`config.mk`:
```
export PLATFORM = sky130hd
export DESIGN_NAME = usrt_rx_flat
export DESIGN_NICKNAME = d
export VERILOG_FILES = /design/src/rtl/usrt_pkg.sv /design/src/rtl/usrt_rx_if.sv /design/src/rtl/usrt_rx_buf.sv /design/src/rtl/usrt_rx.sv /design/src/flat_wrapper.sv
export SDC_FILE = /design/constraint.sdc
export NUM_CORES = 1
export LEC_CHECK = 0
export CORE_ASPECT_RATIO = 1.2
export CORE_MARGIN = 5
export CORE_UTILIZATION = 35
export DETAILED_ROUTE_END_ITERATION = 16
export PLACE_DENSITY = 0.66
export SLEW_MARGIN = 20
export SYNTH_ARGS = -nofsm -noshare
export SYNTH_HDL_FRONTEND = slang
export SYNTH_SLANG_ARGS = --single-unit
```
`constraint.sdc`:
```
create_clock -name clk -period 1.64 [get_ports clk]
set_clock_uncertainty 0.05 [all_clocks]
set_input_delay 0.328 -clock clk [delete_from_list [all_inputs] [get_ports clk]]
set_output_delay 0.328 -clock clk [all_outputs]
set_load 0.05 [all_outputs]
```
`src/rtl/usrt_pkg.sv`:
```
// ----------------------------------------------------------------------------
// usrt_pkg
// Types and constants shared by the USRT receiver and the future transmitter.
//   USRT_DATA_BITS  : default data bits per frame
//   usrt_rx_state_t : receiver framing FSM states
// ----------------------------------------------------------------------------
package usrt_pkg;

    localparam int unsigned USRT_DATA_BITS = 8;

    // StParity is only entered when the parity option is built in.
    typedef enum logic [1:0] {
        StIdle   = 2'd0,
        StData   = 2'd1,
        StParity = 2'd2,
        StStop   = 2'd3
    } usrt_rx_state_t;

endpackage

```
`src/rtl/usrt_rx_if.sv`:
```
// ----------------------------------------------------------------------------
// usrt_rx_if
// Received-word handshake between usrt_rx (master) and its consumer (slave).
//   rx_data    : received word, stable while rx_valid
//   rx_par_err : parity error flag accompanying rx_data
//   rx_valid   : rx_data holds an unconsumed word
//   rx_ready   : consumer accepts the word (transfer when valid && ready)
// ----------------------------------------------------------------------------
interface usrt_rx_if
    import usrt_pkg::*;
#(
    parameter int unsigned DATA_BITS = USRT_DATA_BITS
) ();

    logic [DATA_BITS-1:0] rx_data;
    logic                 rx_par_err;
    logic                 rx_valid;
    logic                 rx_ready;

    modport master (
        output rx_data,
        output rx_par_err,
        output rx_valid,
        input  rx_ready
    );

    modport slave (
        input  rx_data,
        input  rx_par_err,
        input  rx_valid,
        output rx_ready
    );

endinterface

```
`src/rtl/usrt_rx_buf.sv`:
```
// ----------------------------------------------------------------------------
// usrt_rx_buf
// One-entry output register with valid/ready handshake and overrun detection.
//   clk, rst_n : clock, asynchronous active-low reset
//   i_load     : a completed frame is offered this cycle
//   i_data     : word of the completed frame
//   i_par      : parity error flag of the completed frame
//   i_ready    : consumer ready
//   o_data     : held word
//   o_par      : held parity error flag
//   o_valid    : held word not yet consumed
//   o_overrun  : one-cycle pulse, an offered frame was dropped
// ----------------------------------------------------------------------------
module usrt_rx_buf #(
    parameter int unsigned DATA_BITS = 8
) (
    input  logic                 clk,
    input  logic                 rst_n,
    input  logic                 i_load,
    input  logic [DATA_BITS-1:0] i_data,
    input  logic                 i_par,
    input  logic                 i_ready,
    output logic [DATA_BITS-1:0] o_data,
    output logic                 o_par,
    output logic                 o_valid,
    output logic                 o_overrun
);

    logic [DATA_BITS-1:0] r_data;
    logic                 r_par;
    logic                 r_valid;
    logic                 r_overrun;
    logic                 w_drain;

    assign w_drain = r_valid && i_ready;

    always_ff @(posedge clk or negedge rst_n) begin
        if (!rst_n) begin
            r_data    <= '0;
            r_par     <= 1'b0;
            r_valid   <= 1'b0;
            r_overrun <= 1'b0;
        end else begin
            r_overrun <= 1'b0;
            if (i_load) begin
                // A drain in the same cycle frees the slot for the new word.
                if (!r_valid || w_drain) begin
                    r_data  <= i_data;
                    r_par   <= i_par;
                    r_valid <= 1'b1;
                end else begin
                    r_overrun <= 1'b1;
                end
            end else if (w_drain) begin
                r_valid <= 1'b0;
            end
        end
    end

    assign o_data    = r_data;
    assign o_par     = r_par;
    assign o_valid   = r_valid;
    assign o_overrun = r_overrun;

endmodule

```
`src/rtl/usrt_rx.sv`:
```
// ----------------------------------------------------------------------------
// usrt_rx
// Serial-to-parallel USRT receiver. Samples usrt_data on usrt_pedge strobes,
// frames start / data (LSB first) / [parity] / stop, and hands words to a
// one-entry output register.
//   clk, rst_n  : clock, asynchronous active-low reset
//   usrt_pedge  : one-cycle strobe marking a USRT clock rising edge
//   usrt_data   : serial data, synchronous to clk and aligned to usrt_pedge
//   rx          : usrt_rx_if.master word handshake (data, par_err, valid, ready)
//   err_frame   : one-cycle pulse, stop bit sampled as 0
//   err_overrun : one-cycle pulse, a completed frame was dropped
//   busy        : receiver is inside a frame
// Build option: USRT_RX_PARITY_EN adds an even parity bit after the data bits.
// ----------------------------------------------------------------------------
module usrt_rx
    import usrt_pkg::*;
#(
    parameter int unsigned DATA_BITS = USRT_DATA_BITS
) (
    input  logic        clk,
    input  logic        rst_n,
    input  logic        usrt_pedge,
    input  logic        usrt_data,
    usrt_rx_if.master   rx,
    output logic        err_frame,
    output logic        err_overrun,
    output logic        busy
);

    localparam int unsigned    CntW    = $clog2(DATA_BITS + 1);
    localparam logic [CntW-1:0] LastBit = CntW'(DATA_BITS - 1);

    usrt_rx_state_t       r_state;
    logic [CntW-1:0]      r_cnt;
    logic [DATA_BITS-1:0] r_shift;
    logic                 r_busy;
    logic                 r_err_frame;
`ifdef USRT_RX_PARITY_EN
    logic                 r_par_bit;
`endif

    logic                 w_frame_done;
    logic                 w_par_err;

    always_ff @(posedge clk or negedge rst_n) begin
        if (!rst_n) begin
            r_state     <= StIdle;
            r_cnt       <= '0;
            r_shift     <= '0;
            r_busy      <= 1'b0;
            r_err_frame <= 1'b0;
`ifdef USRT_RX_PARITY_EN
            r_par_bit   <= 1'b0;
`endif
        end else begin
            r_err_frame <= 1'b0;
            if (usrt_pedge) begin
                case (r_state)
                    StIdle: begin
                        if (!usrt_data) begin
                            r_cnt   <= '0;
                            r_state <= StData;
                            r_busy  <= 1'b1;
                        end
                    end
                    StData: begin
                        // Shift right from the MSB so the first bit lands at bit 0.
                        r_shift <= {usrt_data, r_shift[DATA_BITS-1:1]};
                        r_cnt   <= r_cnt + 1'b1;
                        if (r_cnt == LastBit) begin
`ifdef USRT_RX_PARITY_EN
                            r_state <= StParity;
`else
                            r_state <= StStop;
`endif
                        end
                    end
`ifdef USRT_RX_PARITY_EN
                    StParity: begin
                        r_par_bit <= usrt_data;
                        r_state   <= StStop;
                    end
`endif
                    StStop: begin
                        r_state     <= StIdle;
                        r_busy      <= 1'b0;
                        r_err_frame <= !usrt_data;
                    end
                    default: begin
                        r_state <= StIdle;
                        r_busy  <= 1'b0;
                    end
                endcase
            end
        end
    end

    assign w_frame_done = usrt_pedge && (r_state == StStop) && usrt_data;

`ifdef USRT_RX_PARITY_EN
    // Even parity: data plus parity bit must XOR to 0.
    assign w_par_err = ^{r_shift, r_par_bit};
`else
    assign w_par_err = 1'b0;
`endif

    usrt_rx_buf #(
        .DATA_BITS (DATA_BITS)
    ) u_buf (
        .clk       (clk),
        .rst_n     (rst_n),
        .i_load    (w_frame_done),
        .i_data    (r_shift),
        .i_par     (w_par_err),
        .i_ready   (rx.rx_ready),
        .o_data    (rx.rx_data),
        .o_par     (rx.rx_par_err),
        .o_valid   (rx.rx_valid),
        .o_overrun (err_overrun)
    );

    assign err_frame = r_err_frame;
    assign busy      = r_busy;

endmodule

```
`src/flat_wrapper.sv`:
```
// flat-port wrapper written by rule: the top's interface ports become plain ports
module usrt_rx_flat import usrt_pkg::*;
#(
    parameter int unsigned DATA_BITS = USRT_DATA_BITS
)
  (clk, rst_n, usrt_pedge, usrt_data, err_frame, err_overrun, busy, rx_rx_data, rx_rx_par_err, rx_rx_valid, rx_rx_ready);
  usrt_rx_if #(.DATA_BITS(DATA_BITS)) rx_i ();
  input  logic clk;
  input  logic rst_n;
  input  logic usrt_pedge;
  input  logic usrt_data;
  output logic err_frame;
  output logic err_overrun;
  output logic busy;
  output wire logic [$bits(rx_i.rx_data)-1:0] rx_rx_data;
  output wire logic [$bits(rx_i.rx_par_err)-1:0] rx_rx_par_err;
  output wire logic [$bits(rx_i.rx_valid)-1:0] rx_rx_valid;
  input wire logic [$bits(rx_i.rx_ready)-1:0] rx_rx_ready;
  assign rx_rx_data = rx_i.rx_data;
  assign rx_rx_par_err = rx_i.rx_par_err;
  assign rx_rx_valid = rx_i.rx_valid;
  assign rx_i.rx_ready = rx_rx_ready;
  usrt_rx #(.DATA_BITS(DATA_BITS)) u_core (.clk(clk), .rst_n(rst_n), .usrt_pedge(usrt_pedge), .usrt_data(usrt_data), .rx(rx_i), .err_frame(err_frame), .err_overrun(err_overrun), .busy(busy));
endmodule
```
* Yosys cells after proc, flatten, opt, wreduce, memory -nomap -nowiden
Cells that the tools add are included.
** Storage, ports and cells
- Logic and storage cells :: 45
- Output and inout bits :: 13
- Flip-flop bits (word level) :: 26
- Input bits :: 5
** Cells by class
- $add $sub $neg :: 1
- Bitwise gates (word level) :: 1
- Reduce and logical (&&, ||, !) cells :: 15
- Multiplexer cells :: 14
- Equal/unequal tests :: 6
** Operators by type and width (number)
- 3-bit AND reduction :: 3
- 1-bit two-way mux :: 8
- 4-bit case mux with 2 select lines :: 1
- 2-bit AND reduction :: 3
- 4-bit by 1-bit adder with 4-bit output (second input constant) :: 1
- 4-bit by 3-bit == test with 1-bit output (second input constant) :: 1
- 2-bit two-way mux :: 2
- 4-bit two-way mux :: 1
- 2-bit by 1-bit inequality test with 1-bit output (second input constant) :: 2
- 2-bit case mux with 2 select lines :: 1
- 2-bit nonzero test :: 2
- 1-bit logical AND :: 3
- 2-bit by 1-bit == test with 1-bit output (second input constant) :: 1
- 2-bit == test (second input constant) :: 1
- 1-bit logical NOT :: 2
- 2-bit logical NOT :: 1
- 2-bit inequality test (second input constant) :: 1
- 1-bit case mux with 2 select lines :: 1
- 1-bit logical OR :: 1
- 1-bit inverter :: 1

* Depth between registers and ports, before layout
Gate-level depths: netlist (run 1).
- Word-level depth :: 5
- Depth in mapped cells :: 5
- Gate-level depth less buffers :: 4

* By module
Synthesis (run 1) repeated with hierarchy kept, for this count alone.
** Second synthesis, totals
- Cell total of the unflattened synthesis :: 79
- Area total of the unflattened synthesis :: 1098.6 um^2
** Modules (own cells, without submodules)
- usrt_rx :: times used 1, sequential area each 400.4 um^2, cells an instance 54, area an instance 685.7 um^2
- usrt_rx_buf :: times used 1, sequential area each 275.3 um^2, cells an instance 25, area an instance 412.9 um^2

* Worst setup path after synthesis (run 1)
No wires, ideal clock.
- Path kind :: reg2reg
- Start point :: reg u_core.u_buf.r_valid, in the netlist u_core.u_buf.o_valid
- End point :: reg u_core.u_buf.r_data[0], in the netlist u_core.u_buf.o_data[0]
- Path slack :: 0.147 ns
- Stages on the path, launching flop included :: 5
- Data arrival time :: 1.318 ns
- Required time :: 1.465 ns
- Period minus slack after synthesis :: 1.493 ns
- Buffers on the path :: 1
- Setup time :: 0.125 ns
- Cell sequence :: dfrtp_1 > nand2b_1 > nor2b_4 > buf_12 > mux2_4
** On the way
- Cells in the longest elaborated chain, start to end :: 3
- Elaborated cells between the ends (all ways) :: 4
- Classes of those cells :: 4 x reduce/logical
** Ends and longest elaborated chain
- start: declaration :: RTL line usrt_rx_buf.sv:31 : logic r_valid;
- start signal: assignment :: RTL line usrt_rx_buf.sv:41 : r_valid <= 1'b0;
- start signal: assignment :: RTL line usrt_rx_buf.sv:50 : r_valid <= 1'b1;
- start signal: assignment :: RTL line usrt_rx_buf.sv:55 : r_valid <= 1'b0;
- 1-bit logical NOT or 1-bit logical AND (tied branches) :: RTL line usrt_rx_buf.sv:47, usrt_rx_buf.sv:35
- 1-bit logical OR * :: RTL line usrt_rx_buf.sv:47 : if (!r_valid || w_drain) begin
- 2-bit AND reduction (no line) *
- end signal: assignment :: RTL line usrt_rx_buf.sv:48 : r_data <= i_data;
- end: declaration :: RTL line usrt_rx_buf.sv:29 : logic [DATA_BITS-1:0] r_data;
Every way passes the cells marked *; elsewhere a longest branch is shown, timed or not.
A chain may end at the register's enable or synchronous reset.

* Final worst setup path (run 1)
- Start point :: reg u_core.r_state[1]
- End point :: reg u_core.u_buf.r_data[4], in the netlist u_core.u_buf.o_data[4]
** On the way
- Cells in the longest elaborated chain, start to end :: 4
** Ends and longest elaborated chain
- start: declaration :: RTL line usrt_rx.sv:33 : usrt_rx_state_t r_state;
- start signal: assignment :: RTL line usrt_rx.sv:47 : r_state <= StIdle;
- start signal: assignment :: RTL line usrt_rx.sv:62 : r_state <= StData;
- start signal: assignment :: RTL line usrt_rx.sv:74 : r_state <= StStop;
- 2-bit == test :: RTL line usrt_rx.sv:98 : assign w_frame_done = usrt_pedge && (r_state == StStop) && usrt_data;
- 1-bit logical AND (2 in series) :: RTL line usrt_rx.sv:98
- 2-bit AND reduction (no line)
No other way between the ends.

==> run metrics, run 1 <==
outcome=finished clean; Post-synth top cells=26 x dfrtp_1, 8 x mux2_2, 8 x mux2_4, 4 x a21oi_1, 3 x inv_1; routed wl met3=56 um; clock power share=11.5%; PostCTS Resize Cnt=0; clk sinks=26; number of H-tree levels=1; top layer in use=met4; Max Freq=0.681 GHz; critical path class=reg -> reg; Max IR drop VDD=0.00122 V; Global Route Usage Sum=8.73%; top_reg_cell synth=dfrtp_1; ranking of synthesized cells by area=dfrtp_1 56%, mux2_4 10%, mux2_2 7.8%; clock latency at the later pin of the worst-skew pair=0.31 ns; reg2reg start=u_core.r_state[1]$_DFFE_PN0P_; post-route worst setup slack=0.172 ns; die area=4560 um2; Syn Inst Count=80; leakage=0.679 nW; Finished Cell Area=1450 um2; Power Total=0.00269 W; Post-Syn Area=1160 um2; Synth area leader=dfrtp_1; layout cells sized above 1=43.1%; Die Ht=73.0 um; drt drc=0; Clock Path Buffers=2; Total Wirelength=1850 um; endpoints failing hold=0; Seq/Total Area, Yosys=56.2%; Starting Density=37.2%; PD cells=1850 nW/um2; die width=62.5 um; hold_buf cts=0; synth unique cells=28; Reg power frac=41.5%; DR WL met2=1020 um; max_cap viols=0; routed length per instance=13.4 um; YS warnings=0; RSZ-0062 raised after global routing=no; internal power=0.00168 W; Critical Path AT=1.62 ns; syn_nets=86; Ports=18; core area=3110 um2; CP Capture Type=register; PortBufs=16; via count=652; Metal-1 WL=754 um; pre-CTS setup slack=-0.149 ns; Final Critical Period=1.47 ns; area share of the largest cell type after synthesis=56.2%; CP required=1.79 ns; drt via density=4.72; Cells after DPL=134; Final Setup Violations=0; Worst Path Max Fanout=9; first-pass GRT wire length=3210 um; DP Area=1420 um2; Detail Route Antenna Nets=0; CTS Root Cell=clkbuf_4; area delta synth->final=25.4%; largest net degree at the start of global routing=27; Async S/R FF share, synth=100%; period utilization=89.5%; Routability Congestion=0.703; final net count=109; vias in the first global route=728; number of enable flip-flop cells after synthesis=0; Worst-path clk slew=0.13 ns; # rows=22; Slew Viols, Final=0; Seq cells post-synth=26; Comb power frac=47.1%; internal reg-to-reg setup slack=0.17 ns; Final HPWL DP=1380 um; Sw Ratio=37.6%; Layout Cells excl Fill=138; Hold WC Path Type=in -> async; initial antenna violation count=0; NetSw=0.00101 W; Crit Reg-Reg Endpoint=u_core.u_buf.o_data[4]$_DFFE_PN0P_; TritonCTS clock tree=done; DRT Pass-1 Iters=2; DR iter-0 viols=6; Overflow after GRT=0; count leader, synth=dfrtp_1; Avg Inst Size Synth=14.5 um2; Post-CTS Setup Bufs=0; ANT cells=0; final core occ=46.7%; crit path launch type=register; R2R cell count=4; CTS Buf Count=3
-- stage by stage --
step	TNS (ns)	hold WS [ns]
5_1_grt	0	0.329
6_report	0	0.321
3_3_place_gp	-1.28	0.436
3_5_place_dp	-1.69	0.451
4_1_cts	0	0.317
2_1_floorplan	0	-0.0176
-- worst max-delay path, stage by stage, from the launching register on --
cell     delay (ns)
dfrtp_1        0.56
nand4_4        0.15
nor2b_4        0.16
buf_12         0.14
mux2_4         0.30
-- power by group through the flow --
| stage | clock network, W | logic, W | registers [W] |
|---|---|---|---|
| final | 0.000308 | 0.00127 | 0.00112 |
| after global routing | 0.000354 | 0.00134 | 0.00116 |
| after CTS | 0.000329 | 0.00129 | 0.00112 |
| after detailed placement | 0 | 0.00129 | 0.00114 |
| after global placement | 0 | 0.00126 | 0.00112 |
| after floorplan | 0 | 0.000463 | 0.00142 |
-- layer usage --
layer | up-vias | GRT usage [%]
met3 | 2 | 2.47
met4 | 0 | 3.54
met1 | 327 | 9.42
li1 | 317 | -
met2 | 6 | 16.0
met5 | - | 0
-- how the worst max path moves through the flow --
stage                                     startpoint  slack, ns                            endpoint
floorplan           u_core.u_buf.o_valid$_DFFE_PN0P_       0.15  u_core.u_buf.o_data[0]$_DFFE_PN0P_
global placement                           usrt_data      -0.11  u_core.u_buf.o_data[6]$_DFFE_PN0P_
finish                 u_core.r_state[1]$_DFFE_PN0P_       0.17  u_core.u_buf.o_data[4]$_DFFE_PN0P_
CTS                    u_core.r_state[1]$_DFFE_PN0P_       0.15  u_core.u_buf.o_data[4]$_DFFE_PN0P_
global route           u_core.r_state[1]$_DFFE_PN0P_        0.1  u_core.u_buf.o_data[6]$_DFFE_PN0P_
detailed placement                         usrt_data      -0.15  u_core.u_buf.o_data[4]$_DFFE_PN0P_
-- final cells by class --
class	instances	area (um2)
clock buffer	4	36.3
fill	289	1660
inverter	3	11.3
multi-input combinational	46	438
sequential	26	651
tap	36	45.0
timing repair buffer	23	270
-- cell usage in the layout (no fill, tap or decap), drive strengths merged, types with 2 or more instances in the layout --
master	Yosys	routed
a21oi	4	4
buf	5	19
clkbuf	0	4
clkdlybuf4s50	0	4
dfrtp	26	26
inv	3	3
mux2	16	16
nand2	2	2
nand2b	2	2
nand3	2	2
nand4	2	2
nor2	2	2
nor2b	3	3
o21ai	2	2
o2bb2ai	2	2
-- state kept, by name, indices dropped and copies added (netlist names) --
name / count
u_core.u_buf.o_data: 8
u_core.err_frame: 1
u_core.u_buf.o_overrun: 1
u_core.r_shift: 8
u_core.r_cnt: 4
u_core.busy: 1
u_core.u_buf.o_valid: 1
u_core.r_state: 2
-- cell families (layout without fill, tap and decap cells) --
logic type	count (synthesis)	after routing	share of synthesized area (%)
adders and majority gates	1	1	1.08
DFF	26	26	56.2
other	1	1	0.324
and+or+nand+nor	16	16	11.0
muxes	17	17	19.0
AOI/OAI and AO/OA	11	11	6.38
buffers and inverters	8	30	5.95
Power figures use the tool's default switching activity.
==> run 2: changes to the inputs <==
CELL_PAD_IN_SITES_DETAIL_PLACEMENT = 1   (was not set)
CELL_PAD_IN_SITES_GLOBAL_PLACEMENT = 1   (was not set)
PLACE_DENSITY = 0.75   (was 0.66)
==> run 2 against run 1 <==
Worst hold slack worse by 0.018 ns. Critical endpoint is now u_core.u_buf.o_data[3]$_DFFE_PN0P_. Clock power up 46%. Clock-buffer cell count down 1. Sequential power about the same. Global-route usage up 1.3 points. Critical path type unchanged. Cell count up 0.72%. Highest routed layer unchanged. Via count up 4.1%. Largest cell class unchanged. Worst setup slack worse by 0.0026 ns.
==> run metrics, run 2 (same netlist as run 1, synthesis figures left out) <==
Ports=18 (unchanged); PD cells=1910 nW/um2 (was 1850 nW/um2); clk sinks=26 (unchanged); CP Capture Type=register (unchanged); DRT Pass-1 Iters=4 (was 2); ANT cells=0 (unchanged); via count=679 (was 652); Post-CTS Setup Bufs=0 (unchanged); die area=4560 um2 (unchanged); Final Setup Violations=0 (unchanged); clock latency at the later pin of the worst-skew pair=0.32 ns (was 0.31 ns); drt via density=4.88 (was 4.72); layout cells sized above 1=43.7% (was 43.1%); Starting Density=37.2% (unchanged); most frequent cells in the layout=26 x dfrtp_1, 15 x buf_4, 8 x mux2_4, 8 x mux2_2, 5 x buf_12 (was 26 x dfrtp_1, 12 x buf_4, 8 x mux2_4, 8 x mux2_2, 7 x buf_12); TritonCTS clock tree=done (unchanged); R2R cell count=4 (unchanged); Reg power frac=39.9% (was 41.5%); NetSw=0.00104 W (was 0.00101 W); Total Wirelength=2080 um (was 1850 um); largest net degree at the start of global routing=27 (unchanged); Final Critical Period=1.47 ns (about the same); Clock Path Buffers=2 (unchanged); Die Ht=73.0 um (unchanged); vias in the first global route=754 (was 728); Crit Reg-Reg Endpoint=u_core.u_buf.o_data[3]$_DFFE_PN0P_ (was u_core.u_buf.o_data[4]$_DFFE_PN0P_); area delta synth->final=25.3% (was 25.4%); WHS=0.303 ns (was 0.321 ns); PostCTS Resize Cnt=0 (unchanged); Max IR drop VDD=0.000829 V (was 0.00122 V); endpoints failing hold=0 (unchanged); DP Area=1400 um2 (was 1420 um2); Power Total=0.00278 W (was 0.00269 W); CTS Buf Count=3 (unchanged); DR iter-0 viols=1 (was 6); internal power=0.00174 W (was 0.00168 W); Critical Path AT=1.65 ns (was 1.62 ns); RSZ-0062 raised after global routing=no (unchanged); Sw Ratio=37.4% (was 37.6%); CP required=1.82 ns (was 1.79 ns); clock power share=16.2% (was 11.5%); CTS Root Cell=clkbuf_4 (unchanged); initial antenna violation count=0 (unchanged); max_cap viols=0 (unchanged); first-pass GRT wire length=3580 um (was 3210 um); die width=62.5 um (unchanged); crit path launch type=register (unchanged); Comb power frac=43.8% (was 47.1%); number of H-tree levels=1 (unchanged); Max Freq=0.680 GHz (was 0.681 GHz); Worst-path clk slew=0.15 ns (was 0.13 ns); Routability Congestion=0.756 (was 0.703); Overflow after GRT=0 (unchanged); PortBufs=16 (unchanged); Global Route Usage Sum=10.0% (was 8.73%); Hold WC Path Type=in -> async (unchanged); Final HPWL DP=1550 um (was 1380 um); internal reg-to-reg setup slack=0.17 ns (about the same); drt drc=0 (unchanged); Worst Path Max Fanout=9 (unchanged); hold_buf cts=0 (unchanged); commonest non-fill, non-tap cell in the layout=dfrtp_1 (unchanged); Finished Cell Area=1450 um2 (about the same); leakage=0.685 nW (was 0.679 nW); outcome=finished clean (unchanged); period utilization=89.7% (was 89.5%); Detail Route Antenna Nets=0 (unchanged); critical path class=reg -> reg (unchanged); final net count=110 (was 109); Slew Viols, Final=0 (unchanged); routed length per instance=14.9 um (was 13.4 um); core area=3110 um2 (unchanged); reg2reg start=u_core.r_state[1]$_DFFE_PN0P_ (unchanged); # rows=22 (unchanged)
## run 2: power groups by stage
stage                     logic [W]  registers, W  clock network (W)
final                       0.00122       0.00111           0.000451
after global routing        0.00129       0.00115           0.000488
after CTS                   0.00124       0.00112           0.000462
after detailed placement    0.00124       0.00113                  0
after global placement      0.00120       0.00111                  0
after floorplan            0.000463       0.00142                  0
## run 2: worst max-delay path by stage
stage / startpoint / endpoint / cells past startpoint
global placement: usrt_data / u_core.u_buf.o_data[6]$_DFFE_PN0P_ / 5
detailed placement: usrt_pedge / u_core.u_buf.o_data[3]$_DFFE_PN0P_ / 5
floorplan: u_core.u_buf.o_valid$_DFFE_PN0P_ / u_core.u_buf.o_data[0]$_DFFE_PN0P_ / 4
finish: u_core.r_state[1]$_DFFE_PN0P_ / u_core.u_buf.o_data[3]$_DFFE_PN0P_ / 4
CTS: u_core.r_state[1]$_DFFE_PN0P_ / u_core.u_buf.o_data[3]$_DFFE_PN0P_ / 4
global route: u_core.r_state[1]$_DFFE_PN0P_ / u_core.u_buf.o_data[5]$_DFFE_PN0P_ / 4
## run 2: through the flow
step                      TNS [ns]  utilization, %  instances  setup slack (ns)
after CTS                        0            46.6        139             0.141
after global routing             0            46.6        139            0.0853
final                            0            46.6        139             0.169
after detailed placement     -1.81            44.9        135            -0.131
after floorplan                  0               -         80             0.147
after global placement       -1.14            44.9        135           -0.0934
## run 2: final cells by class
type / instances / area [um2]
inverters: 3 / 11.3
fillers: 327 / 1660
flip-flops and latches: 26 / 651
clock buffers: 3 / 22.5
repair buffers: 24 / 253
well taps: 36 / 45.0
multi-input cells: 46 / 438
clock inverters: 1 / 30.0
## run 2: routing by layer
layer,wire (um),vias to the layer above,GRT usage [%]
li1,-,323,-
met1,890,341,11.2
met2,1060,11,17.9
met3,80,4,2.31
met4,48,0,4.95
met5,0,-,0
## run 2: worst max-delay path, stage by stage (launching register included)
cell and delay [ns]:
dfrtp_1 0.58, nand4_4 0.15, nor2b_4 0.16, buf_12 0.14, mux2_4 0.29
